[src/rtl/logic_unit_pkg.sv]
// Shared definitions for the pipelined bitwise logic unit: operation encodings
// and the op-select width.
package logic_unit_pkg;

  localparam int OP_W = 3;

  typedef enum logic [OP_W-1:0] {
    OP_NOT  = 3'b000,
    OP_AND  = 3'b001,
    OP_OR   = 3'b010,
    OP_XOR  = 3'b011,
    OP_NAND = 3'b100,
    OP_NOR  = 3'b101,
    OP_XNOR = 3'b110,
    OP_PASS = 3'b111
  } op_e;

endpackage

[src/rtl/logic_pipe_stage.sv]
// Generic valid/ready register slice. The valid path is registered; ready is
// combinational from the downstream side so a full slice can stream each cycle.
module logic_pipe_stage #(
  parameter int WIDTH = 8
) (
  input  logic             clk,
  input  logic             rst_n,
  input  logic             in_valid,
  output logic             in_ready,
  input  logic [WIDTH-1:0] in_data,
  output logic             out_valid,
  input  logic             out_ready,
  output logic [WIDTH-1:0] out_data
);

  // Handshake: a transfer happens on a rising edge where valid and ready are
  // both high; a producer holding valid keeps its data stable until then.
  logic             v_q, v_d;
  logic [WIDTH-1:0] data_q, data_d;
  logic             load;

  always_comb begin
    load   = !v_q || out_ready;
    v_d    = v_q;
    data_d = data_q;
    if (load) begin
      v_d = in_valid;
      if (in_valid) data_d = in_data;
    end
  end

  always_ff @(posedge clk or negedge rst_n) begin
    if (!rst_n) begin
      v_q    <= 1'b0;
      data_q <= '0;
    end else begin
      v_q    <= v_d;
      data_q <= data_d;
    end
  end

  assign in_ready  = load;
  assign out_valid = v_q;
  assign out_data  = data_q;

endmodule

[src/rtl/logic_unit_pipe.sv]
// Two-stage pipelined WIDTH-bit logic unit with valid/ready on both sides.
// Define LOGIC_UNIT_FLAGS_EN to add registered zero/parity result flags.
module logic_unit_pipe
  import logic_unit_pkg::*;
#(
  parameter int WIDTH = 8
) (
  input  logic             clk,
  input  logic             rst_n,
  input  logic             in_valid,
  output logic             in_ready,
  input  logic [OP_W-1:0]  in_op,
  input  logic [WIDTH-1:0] in_a,
  input  logic [WIDTH-1:0] in_b,
  output logic             out_valid,
  input  logic             out_ready,
`ifdef LOGIC_UNIT_FLAGS_EN
  output logic             out_zero,
  output logic             out_parity,
`endif
  output logic [WIDTH-1:0] out_data
);

  localparam int S1_W = OP_W + 2 * WIDTH;
`ifdef LOGIC_UNIT_FLAGS_EN
  localparam int S2_W = WIDTH + 2;
`else
  localparam int S2_W = WIDTH;
`endif

  logic             s1_in_ready;
  logic [S1_W-1:0]  s1_data;
  logic             v1;
  logic             s2_in_ready;
  logic [S2_W-1:0]  s2_in_data;
  logic [S2_W-1:0]  s2_data;
  logic [WIDTH-1:0] s1_a, s1_b, res;
  op_e              s1_op;

  logic_pipe_stage #(.WIDTH(S1_W)) u_s1 (
    .clk       (clk),
    .rst_n     (rst_n),
    .in_valid  (in_valid),
    .in_ready  (s1_in_ready),
    .in_data   ({in_op, in_a, in_b}),
    .out_valid (v1),
    .out_ready (s2_in_ready),
    .out_data  (s1_data)
  );

  assign s1_op = op_e'(s1_data[S1_W-1 -: OP_W]);
  assign s1_a  = s1_data[2*WIDTH-1 -: WIDTH];
  assign s1_b  = s1_data[WIDTH-1:0];

  always_comb begin
    res = '0;
    case (s1_op)
      OP_NOT:  res = ~s1_a;
      OP_AND:  res = s1_a & s1_b;
      OP_OR:   res = s1_a | s1_b;
      OP_XOR:  res = s1_a ^ s1_b;
      OP_NAND: res = ~(s1_a & s1_b);
      OP_NOR:  res = ~(s1_a | s1_b);
      OP_XNOR: res = ~(s1_a ^ s1_b);
      OP_PASS: res = s1_a;
      default: res = s1_a;
    endcase
  end

`ifdef LOGIC_UNIT_FLAGS_EN
  // Flags ride in the same register as the result so they hold with it.
  assign s2_in_data = {~|res, ^res, res};
`else
  assign s2_in_data = res;
`endif

  logic_pipe_stage #(.WIDTH(S2_W)) u_s2 (
    .clk       (clk),
    .rst_n     (rst_n),
    .in_valid  (v1),
    .in_ready  (s2_in_ready),
    .in_data   (s2_in_data),
    .out_valid (out_valid),
    .out_ready (out_ready),
    .out_data  (s2_data)
  );

  assign out_data = s2_data[WIDTH-1:0];
`ifdef LOGIC_UNIT_FLAGS_EN
  assign out_zero   = s2_data[WIDTH+1];
  assign out_parity = s2_data[WIDTH];
`endif

  assign in_ready = s1_in_ready & rst_n;

endmodule

[config.mk]
export PLATFORM = sky130hd
export DESIGN_NAME = logic_unit_pipe
export DESIGN_NICKNAME = d
export VERILOG_FILES = /design/src/rtl/logic_unit_pkg.sv /design/src/rtl/logic_pipe_stage.sv /design/src/rtl/logic_unit_pipe.sv
export SDC_FILE = /design/constraint.sdc
export NUM_CORES = 1
export LEC_CHECK = 0
export ABC_AREA = 1
export CAP_MARGIN = 15
export CELL_PAD_IN_SITES_DETAIL_PLACEMENT = 0
export CELL_PAD_IN_SITES_GLOBAL_PLACEMENT = 2
export CORE_UTILIZATION = 30
export CTS_CLUSTER_SIZE = 28
export DETAILED_ROUTE_END_ITERATION = 10
export PLACE_DENSITY = 0.8
export SLEW_MARGIN = 20
export SYNTH_ARGS = -nofsm -noshare
export SYNTH_HDL_FRONTEND = slang
export SYNTH_SLANG_ARGS = --single-unit
[constraint.sdc]
create_clock -name clk -period 1.4 [get_ports clk]
set_input_delay 0.28 -clock clk [delete_from_list [all_inputs] [get_ports clk]]
set_output_delay 0.28 -clock clk [all_outputs]
set_load 0.1 [all_outputs]
==> flow_summary.toml, run 1 <==
[pwr]
peakVddDrop_mv = 0.9078
p_seq_frac = 0.287
pwr-share-clk = 0.158
swShare = 0.4776
power.density_nw_per_um2 = 1496
comb_power_share = 0.555
p_int_mw = 2.248
total_leakage_power_nw = 1.563
p_sw_mw = 2.055

[placed_design]
dpl.hpwl_um = 3810
gp_congestion = 0.7715
post-place-ws_ns = -0.1284
portBuffers = 32

[cts]
cts.htree.levels = 2
clkSinkCount = 29
clock_path_buffers = 2
cts_buffers = 5
clk-insertion-delay-late_ns = 0.28
holdBufCountCts = 0
cts_tree = "built"
clkTransAtPathRegs_ns = 0.07
cts_root_buf = "clkbuf_8"

[sta]
tightest_slew_ns = 0.3902
fmax_mhz = 690.1
fin_ws_ns = -0.04911
min_period_over_period = 1.035
slew_violations = 0
period_minus_slack_ns = 1.449
rsz0062_at_grt = "yes"
finalSetupViolCount = 1
hold_viol = 0
relSlewSlack = 0.7399
fin_skew_ns = 0.002954

[synth]
ys_warn_count = 0
syn_nets = 348
avgSynthCellArea_um2 = 6.835
ys_seq_area_frac = 0.3436
ys_ff_latch = 29
synth_area_um2 = 2112
yosysUniqueCellTypes = 18
synthCells = 309

[grt]
grt-busiest-layer = "met2"
antenna_found_initial = 0
grtUsageTotal = 0.1690
gr-usage-met3 = 0.02984
grt_pass1_vias = 1962
use_met1 = 0.2153
grtUsageMet2 = 0.2886
grt_pass1_wl_um = 9487
grt-ovfl-total = 0
grt_max_degree = 30

[drt]
routed_wl_um = 5471
first_iter_violations = 113
ant_nets = 0
routed_via_density = 4.470
dr.pass1.iters = 4
wire_per_inst_um = 12.13
drc_errors = 0
vias = 2016

[floorplanning]
die-height_um = 85.91
rows = 30
dieArea_um2 = 7380
boundaryPins = 33
start_util = 0.3109
core_um2 = 6794
die_x_um = 85.91

[flow_run]
drv_cap = 0

[worst_setup_path]
start_kind = "flop"
crit_path_max_incr_delay_ns = 0.51
cp_data_required_time_ns = 1.12
cp_max_fo = 4
crit_family = "flip-flops"
end_kind = "primary output"
r2r_slack_ns = 0.10
crit_type = "reg -> out"
cp.buffers_inverters = 2
worstPathArrival_ns = 1.17
slowest_stage = "dfrtp_4"
path_cells = "nand3_4, nand2_4, clkinvlp_4, buf_12"

[final_layout]
layout.nets = 393
multi_input_area_um2 = 1134
area.growth.synth_to_final_pct = 36.20
area.sequential_um2 = 733.2
nFillCells = 722
drive_gt1_frac = 0.1690
final_core_util = 0.4234
antennaDiodeCount = 0

[run_status]
status = "complete, but fails checks"
violations = "negative setup slack"

[hold_path]
min_path_type = "in -> reg"
[what timing repair did]
action                                  in CTS  in global routing
endpoints found under the setup margin       9                  9
resized for setup                            2                 16
buffers inserted                             0                  3
pin swaps                                    0                  4
[cell usage in the layout (no fill, tap or decap), drive strengths merged]
master / instances
a21oi: 20
buf: 30
clkbuf: 6
clkdlybuf4s50: 21
clkinv: 3
clkinvlp: 1
dfrtp: 29
dlymetal6s2s: 1
ha: 16
inv: 53
nand2: 79
nand3: 25
nand4: 24
nor2: 39
o21ai: 8
[tightest hold or removal path, stage by stage]
cell            delay [ns]
dlymetal6s2s_1        0.10
inv_2                 0.06
nand3_4               0.09
nand2_1               0.05
[path summary, 6_finish.rpt]
kind / startpoint / cells past startpoint / to
min in group asynchronous: rst_n / 3 / u_s1.out_data[3]
worst min-delay path: out_ready / 4 / u_s1.out_valid
worst max register to register: u_s1.out_data[18] / 8 / u_s2.out_data[7]
worst min register to register: u_s2.out_data[7] / 2 / u_s2.out_data[7]
worst max-delay path: u_s2.out_valid / 4 / in_ready
max in group asynchronous: rst_n / 3 / u_s2.out_valid
[registers in the layout, summed over array words and instances, names as in the netlist]
name	flops
u_s1.out_data	19
u_s1.out_valid	1
u_s2.out_data	8
u_s2.out_valid	1
[per-layer routing]
metal | up-vias | share of wire
met4 | 0 | 0.016
met5 | - | 0
met1 | 898 | 0.49
met2 | 40 | 0.46
li1 | 1069 | -
met3 | 9 | 0.032
[logic make-up after synthesis]
family	share of synthesized area
AND/OR/NAND/NOR	0.3555
buffers and inverters	0.1398
AO/OA/AOI/OAI	0.06635
adder cells (fa/ha/maj)	0.09479
flip-flops	0.3436
[cell usage after synthesis]
master / number / area, µm²
clkinv_1: 1 / 3.750
nor2_1: 35 / 131.4
dfrtp_1: 29 / 725.7
inv_1: 52 / 195.2
a21oi_1: 20 / 100.1
buf_6: 2 / 22.52
nand2_1: 78 / 292.8
inv_2: 2 / 7.510
o21ai_1: 8 / 40.04
nor2_4: 3 / 33.78
nor2_2: 1 / 6.260
ha_1: 16 / 200.2
nand3_1: 25 / 125.1
clkbuf_1: 1 / 3.750
buf_4: 3 / 22.52
nand4_1: 24 / 150.1
buf_2: 8 / 40.04
nand2_4: 1 / 11.26
[layout make-up]
| type | instances | area share |
|---|---|---|
| Clock buffer | 6 | 0.02523 |
| Clock inverter | 2 | 0.003480 |
| Inverter | 55 | 0.07438 |
| Multi-Input combinational cell | 211 | 0.3941 |
| Sequential cell | 29 | 0.2549 |
| Tap cell | 96 | 0.04176 |
| Timing Repair Buffer | 52 | 0.2062 |
[per-stage QoR]
step                instance area, µm²  instances  setup TNS [ns]  power [mW]  hold slack, ns
CTS                               2803        448         -0.1094       4.311          0.5109
detailed placement                2719        440          -2.291       3.601          0.5047
floorplan                         2130        309         -0.7093       2.736        -0.01559
finish                            2877        451        -0.04911       4.303          0.3228
global placement                  2719        440          -2.114       3.604          0.4781
global route                      2877        451         -0.2029       4.602          0.3501
[power by group through the flow]
stage / Clock, mW / Sequential, mW / Combinational, mW
5_1_grt: 0.750 / 1.26 / 2.59
3_5_place_dp: 0 / 1.24 / 2.36
3_3_place_gp: 0 / 1.24 / 2.36
6_report: 0.679 / 1.23 / 2.39
2_1_floorplan: 0 / 1.91 / 0.825
4_1_cts: 0.712 / 1.23 / 2.37
Power figures use the tool's default switching activity.
==> run 2: changes to the inputs <==
--- a/config.mk
+++ b/config.mk
@@ -12,7 +12,7 @@
 export CORE_UTILIZATION = 30
 export CTS_CLUSTER_SIZE = 28
 export DETAILED_ROUTE_END_ITERATION = 10
-export PLACE_DENSITY = 0.8
+export PLACE_DENSITY = 0.82
 export SLEW_MARGIN = 20
 export SYNTH_ARGS = -nofsm -noshare
 export SYNTH_HDL_FRONTEND = slang
==> run 2 against run 1 <==
  * The flow still finishes with violations (negative setup slack)
  * Largest power group unchanged
  * Clock power increased by 16%
  * Global-route usage is 0.92 points lower
  * Worst hold slack worse by 0.018 ns
  * Utilization up 0.88 points
  * Die area unchanged
  * Critical endpoint unchanged
  * Final cell count is 2.2% higher
  * First-iteration DRC count fell by 29%
  * Combinational power up 3%
==> flow_summary.toml, run 2 (synthesis gave the netlist of run 1 again) <==
[run_status]
status = "complete, but fails checks"
violations = "negative setup slack"

[final_layout]
drive_gt1_frac = 0.1836
largest_reg_flops = 19
antennaDiodeCount = 0
layout.cells.most_common = "nand2_1"
nFillCells = 737
area.sequential_um2 = 733.2
area.growth.synth_to_final_pct = 39.04
layout.nets = 403
multi_input_area_um2 = 1112
final_cell_area_um2 = 2937
final_cell_mix = "nand2_1 (77), inv_1 (49), nor2_1 (35)"

[drt]
ant_nets = 0
first_iter_violations = 80
vias = 2054
drc_errors = 0
routed_wl_um = 5516
wire_per_inst_um = 11.97
dr.pass1.iters = 4
routed_via_density = 4.456

[worst_setup_path]
r2r_slack_ns = 0.09
start_kind = "flop"
crit_type = "reg -> out"
end_kind = "primary output"
worstPathArrival_ns = 1.16
reg2reg_to = "u_s2.out_data[7]"
timing.rr.start = "u_s1.out_data[15]"
cp_data_required_time_ns = 1.12
cp_max_fo = 3
rr_worst_depth = 8

[sta]
relSlewSlack = 0.7352
tightest_slew_ns = 0.3971
period_minus_slack_ns = 1.438
rsz0062_at_grt = "yes"
min_period_over_period = 1.027
finalSetupViolCount = 1
fin_skew_ns = 0.005320
fin_ws_ns = -0.03816
slew_violations = 0
fmax_mhz = 695.3
hold_viol = 0

[placed_design]
dpl.hpwl_um = 4041
portBuffers = 32
dpl_cell_area_um2 = 2786
gp_congestion = 0.7762

[floorplanning]
dieArea_um2 = 7380
die-height_um = 85.91
core_um2 = 6794
rows = 30
boundaryPins = 33
start_util = 0.3109
die_x_um = 85.91

[cts]
clkTransAtPathRegs_ns = 0.07
clock_path_buffers = 2
cts_buffers = 5
clkSinkCount = 29
cts_root_buf = "clkbuf_8"
clk-insertion-delay-late_ns = 0.28
cts_tree = "built"
holdBufCountCts = 0
cts.htree.levels = 2

[grt]
grtUsageTotal = 0.1598
grt_max_degree = 40
antenna_found_initial = 0
grt_pass1_wl_um = 9059
grt_pass1_vias = 1892
grt-ovfl-total = 0

[flow_run]
drv_cap = 0

[pwr]
finalPower_mw = 4.470
peakVddDrop_mv = 0.6000
power.density_nw_per_um2 = 1522
total_leakage_power_nw = 1.608

[hold_path]
min_path_type = "in -> async"
run 2: area by class of cell:
| class | count | share of cell area |
|---|---|---|
| clock buffer | 7 | 0.03281 |
| clock inverter | 1 | 0.001704 |
| inverter | 55 | 0.07286 |
| multi-input combinational | 211 | 0.3788 |
| sequential | 29 | 0.2497 |
| tap | 96 | 0.04090 |
| timing repair buffer | 62 | 0.2233 |
run 2: report_power, final:
group | switching (mW) | total, mW | internal (mW)
Clock | 0.345 | 0.789 | 0.444
Combinational | 1.53 | 2.45 | 0.917
Sequential | 0.200 | 1.23 | 1.03
run 2: how the worst max path moves through the flow:
stage / end / start / depth (start not counted) / slack (ns)
after floorplan: in_ready / u_s2.out_valid / 3 / -0.12
after global placement: in_ready / rst_n / 4 / -0.15
after detailed placement: in_ready / out_ready / 6 / -0.14
after CTS: in_ready / u_s2.out_valid / 4 / -0.08
after global routing: in_ready / u_s2.out_valid / 4 / -0.08
final: in_ready / u_s2.out_valid / 4 / -0.04
run 2: critical path, stage by stage, from the launching register on:
cell and delay [ns]:
dfrtp_4 0.49, nand3_4 0.08, nand2_2 0.06, clkinvlp_4 0.08, buf_12 0.16
run 2: timing repair:
| action | 4_1_cts | 5_1_grt |
|---|---|---|
| buffers inserted | 2 | 2 |
| endpoints found under the setup margin | 9 | 9 |
| resized for setup | 7 | 5 |
| pin swaps | 1 | 5 |
run 2: per-layer routing:
layer | global-route usage | vias to the layer above | wire (µm)
met5 | 0 | - | 0
met1 | 0.2050 | 920 | 2602
met2 | 0.2713 | 38 | 2652
met4 | 0.05000 | 0 | 82
met3 | 0.02984 | 6 | 178
li1 | - | 1090 | -
run 2: stage by stage:
| stage | util | setup WS, ns | setup TNS (ns) | instances | hold slack (ns) |
|---|---|---|---|---|---|
| 2_1_floorplan | - | -0.1218 | -0.7093 | 309 | -0.01559 |
| 3_3_place_gp | 0.4101 | -0.1506 | -1.570 | 449 | 0.4975 |
| 3_5_place_dp | 0.4101 | -0.1379 | -2.295 | 449 | 0.5035 |
| 4_1_cts | 0.4285 | -0.07692 | -0.07692 | 459 | 0.3603 |
| 5_1_grt | 0.4322 | -0.08269 | -0.08497 | 461 | 0.3729 |
| 6_report | 0.4322 | -0.03816 | -0.03816 | 461 | 0.3046 |
==> run 3: changes to the inputs <==
--- a/config.mk
+++ b/config.mk
@@ -5,14 +5,13 @@
 export SDC_FILE = /design/constraint.sdc
 export NUM_CORES = 1
 export LEC_CHECK = 0
-export ABC_AREA = 1
-export CAP_MARGIN = 15
+export CAP_MARGIN = 20
 export CELL_PAD_IN_SITES_DETAIL_PLACEMENT = 0
 export CELL_PAD_IN_SITES_GLOBAL_PLACEMENT = 2
-export CORE_UTILIZATION = 30
+export CORE_UTILIZATION = 33
 export CTS_CLUSTER_SIZE = 28
 export DETAILED_ROUTE_END_ITERATION = 10
-export PLACE_DENSITY = 0.82
+export PLACE_DENSITY = 0.81
 export SLEW_MARGIN = 20
 export SYNTH_ARGS = -nofsm -noshare
 export SYNTH_HDL_FRONTEND = slang
==> run 3 against run 2 <==
  * The run still ends with negative setup slack left
  * Combinational power barely moved
  * Clock-buffer cell count rose by 1
  * Worst setup slack got worse by 0.039 ns
  * Largest power group unchanged
==> flow_summary.toml, run 3 <==
[grt]
grtUsageTotal = 0.1684
grt_pass1_wl_um = 7928
grt_pass1_vias = 1673
grt-ovfl-total = 0
antenna_found_initial = 0
grt_max_degree = 30

[sta]
fmax_mhz = 677.1
rsz0062_at_grt = "yes"
relSlewSlack = 0.7306
fin_skew_ns = 0.007032
slew_violations = 0
min_period_over_period = 1.055
tightest_slew_ns = 0.4041
hold_viol = 0
fin_ws_ns = -0.07696
fin_tns_setup_ns = -1.281
finalSetupViolCount = 22
period_minus_slack_ns = 1.477

[final_layout]
largest_reg_flops = 19
area.growth.synth_to_final_pct = 64.43
layout.nets = 307
final_cell_area_um2 = 3100
layout.cells.most_common = "buf_4"
nFillCells = 482
drive_gt1_frac = 0.4461
stdcell_count = 341
antennaDiodeCount = 0
final_cell_mix = "buf_4 (42), dfrtp_1 (25), clkdlybuf4s50_1 (21)"
final_core_util = 0.5631

[floorplanning]
die-height_um = 77.59
die_x_um = 77.59
core_um2 = 5507
boundaryPins = 33
rows = 27
start_util = 0.3424
dieArea_um2 = 6020

[worst_setup_path]
cp_data_required_time_ns = 1.56
crit_path_max_incr_delay_ns = 0.48
cp.buffers_inverters = 3
cp_max_fo = 5
start_kind = "flop"
worstPathArrival_ns = 1.64
slowest_stage = "dfrtp_4"
crit_type = "reg -> reg"
crit_family = "flip-flops"
path_cells = "nand3b_1, buf_4, buf_6, nand2_8, clkbuf_16, mux2_4"
end_kind = "flop"

[placed_design]
gp_congestion = 0.7521
portBuffers = 32
dpl_cell_area_um2 = 2654
dp_cells = 315
dpl.hpwl_um = 3406

[synth]
yosys-top-cells-area = "dfrtp_1 (38%), ha_1 (11%), mux2_1 (6.0%)"
ys.flop_type = "dfrtp_1"
syn_nets = 226
yosysUniqueCellTypes = 39
ys_seq_area_frac = 0.3849
synth-edff-count = 0
ys_ff_latch = 29
synth_area_um2 = 1886
synth_top_cell_area_share = 0.3849
ys_warn_count = 0
async_flop_share = 1.000
avgSynthCellArea_um2 = 10.08
synthTopCellsByCount = "dfrtp_1 (29), inv_1 (17), ha_1 (16)"
synth_top_cell_by_area = "dfrtp_1"
synthCells = 187
yosysMostFrequentCell = "dfrtp_1"

[drt]
wire_per_inst_um = 15.06
dr.pass1.iters = 4
vias = 1728
drc_errors = 0
routed_via_density = 5.067
routed_wl_um = 5135
first_iter_violations = 88
ant_nets = 0

[cts]
holdBufCountCts = 0
cts.htree.levels = 2
clkSinkCount = 29
clkTransAtPathRegs_ns = 0.07
cts_buffers = 5
clock_path_buffers = 2
clk-insertion-delay-late_ns = 0.28
cts_tree = "built"
cts_root_buf = "clkbuf_8"

[pwr]
p_int_mw = 2.564
finalPower_mw = 4.370
peakVddDrop_mv = 0.9202
pwr-share-clk = 0.164
p_seq_frac = 0.272
p_sw_mw = 1.806
total_leakage_power_nw = 1.447
power.density_nw_per_um2 = 1409
comb_power_share = 0.564
swShare = 0.4132

[hold_path]
min_path_type = "in -> reg"

[flow_run]
drv_cap = 0

[run_status]
violations = "negative setup slack"
status = "complete, but fails checks"
[run 3: path summary, 6_finish.rpt]
| check | startpoint | end | slack, ns | cells after the start |
|---|---|---|---|---|
| worst max-delay path | u_s2.out_valid | u_s1.out_data[12] | -0.08 | 6 |
| worst min-delay path | out_ready | u_s2.out_valid | 0.48 | 4 |
| worst max register to register | u_s2.out_valid | u_s1.out_data[12] | -0.08 | 6 |
| worst min register to register | u_s1.out_valid | u_s2.out_valid | 0.54 | 1 |
| max in group asynchronous | rst_n | u_s1.out_data[16] | 0.56 | 2 |
| min in group asynchronous | rst_n | u_s1.out_data[0] | 0.52 | 2 |
[run 3: what timing repair did]
action	CTS	global route
gates cloned	0	2
pin swaps	14	8
endpoints found under the hold margin	0	0
resized for setup	17	28
endpoints found under the setup margin	9	28
setup buffers	7	9
[run 3: layout make-up]
cell class                      count  area [µm²]  share of cell area
Timing Repair Buffer               84       899.6              0.2902
Multi-Input combinational cell    129        1214              0.3914
Inverter                           19       73.82             0.02381
Sequential cell                    29       733.2              0.2365
Clock buffer                        8       90.09             0.02906
Tap cell                           72       90.09             0.02906
[run 3: kinds of logic (layout without fill, tap and decap cells)]
family / count (synthesis) / after routing / synth area share
AO/OA/AOI/OAI: 49 / 49 / 0.1931
AND/OR/NAND/NOR: 43 / 43 / 0.1135
flip-flops: 29 / 29 / 0.3849
buffers and inverters: 29 / 111 / 0.07763
multiplexers: 21 / 21 / 0.1248
adder cells (fa/ha/maj): 16 / 16 / 0.1062
[run 3: worst register-to-register path: stages, from the launching register on]
cell and delay (ns):
dfrtp_4 0.48, nand3b_1 0.11, buf_4 0.12, buf_6 0.10, nand2_8 0.08, clkbuf_16 0.18, mux2_4 0.29
[run 3: through the flow]
step                setup WS, ns  hold slack [ns]
floorplan                -0.1400         -0.01559
global placement         -0.2776           0.5233
detailed placement       -0.3208           0.5366
CTS                     -0.07534           0.5225
global route             -0.1205           0.5229
finish                  -0.07696           0.4826
[run 3: routing by layer]
layer  GRT usage  up-vias  routed length (µm)
met2      0.2973       32                2657
met1      0.2119      853                2234
met4     0.03396        0                  76
met3     0.03294        9                 166
li1            -      834                   -
met5           0        -                   0
[run 3: power groups by stage]
stage          Clock (mW)  Combinational, mW  Sequential (mW)
3_5_place_dp            0               2.17             1.20
6_report            0.717               2.46             1.19
3_3_place_gp            0               2.15             1.20
2_1_floorplan           0              0.790             1.75
5_1_grt             0.773               2.61             1.21
4_1_cts             0.748               2.29             1.19
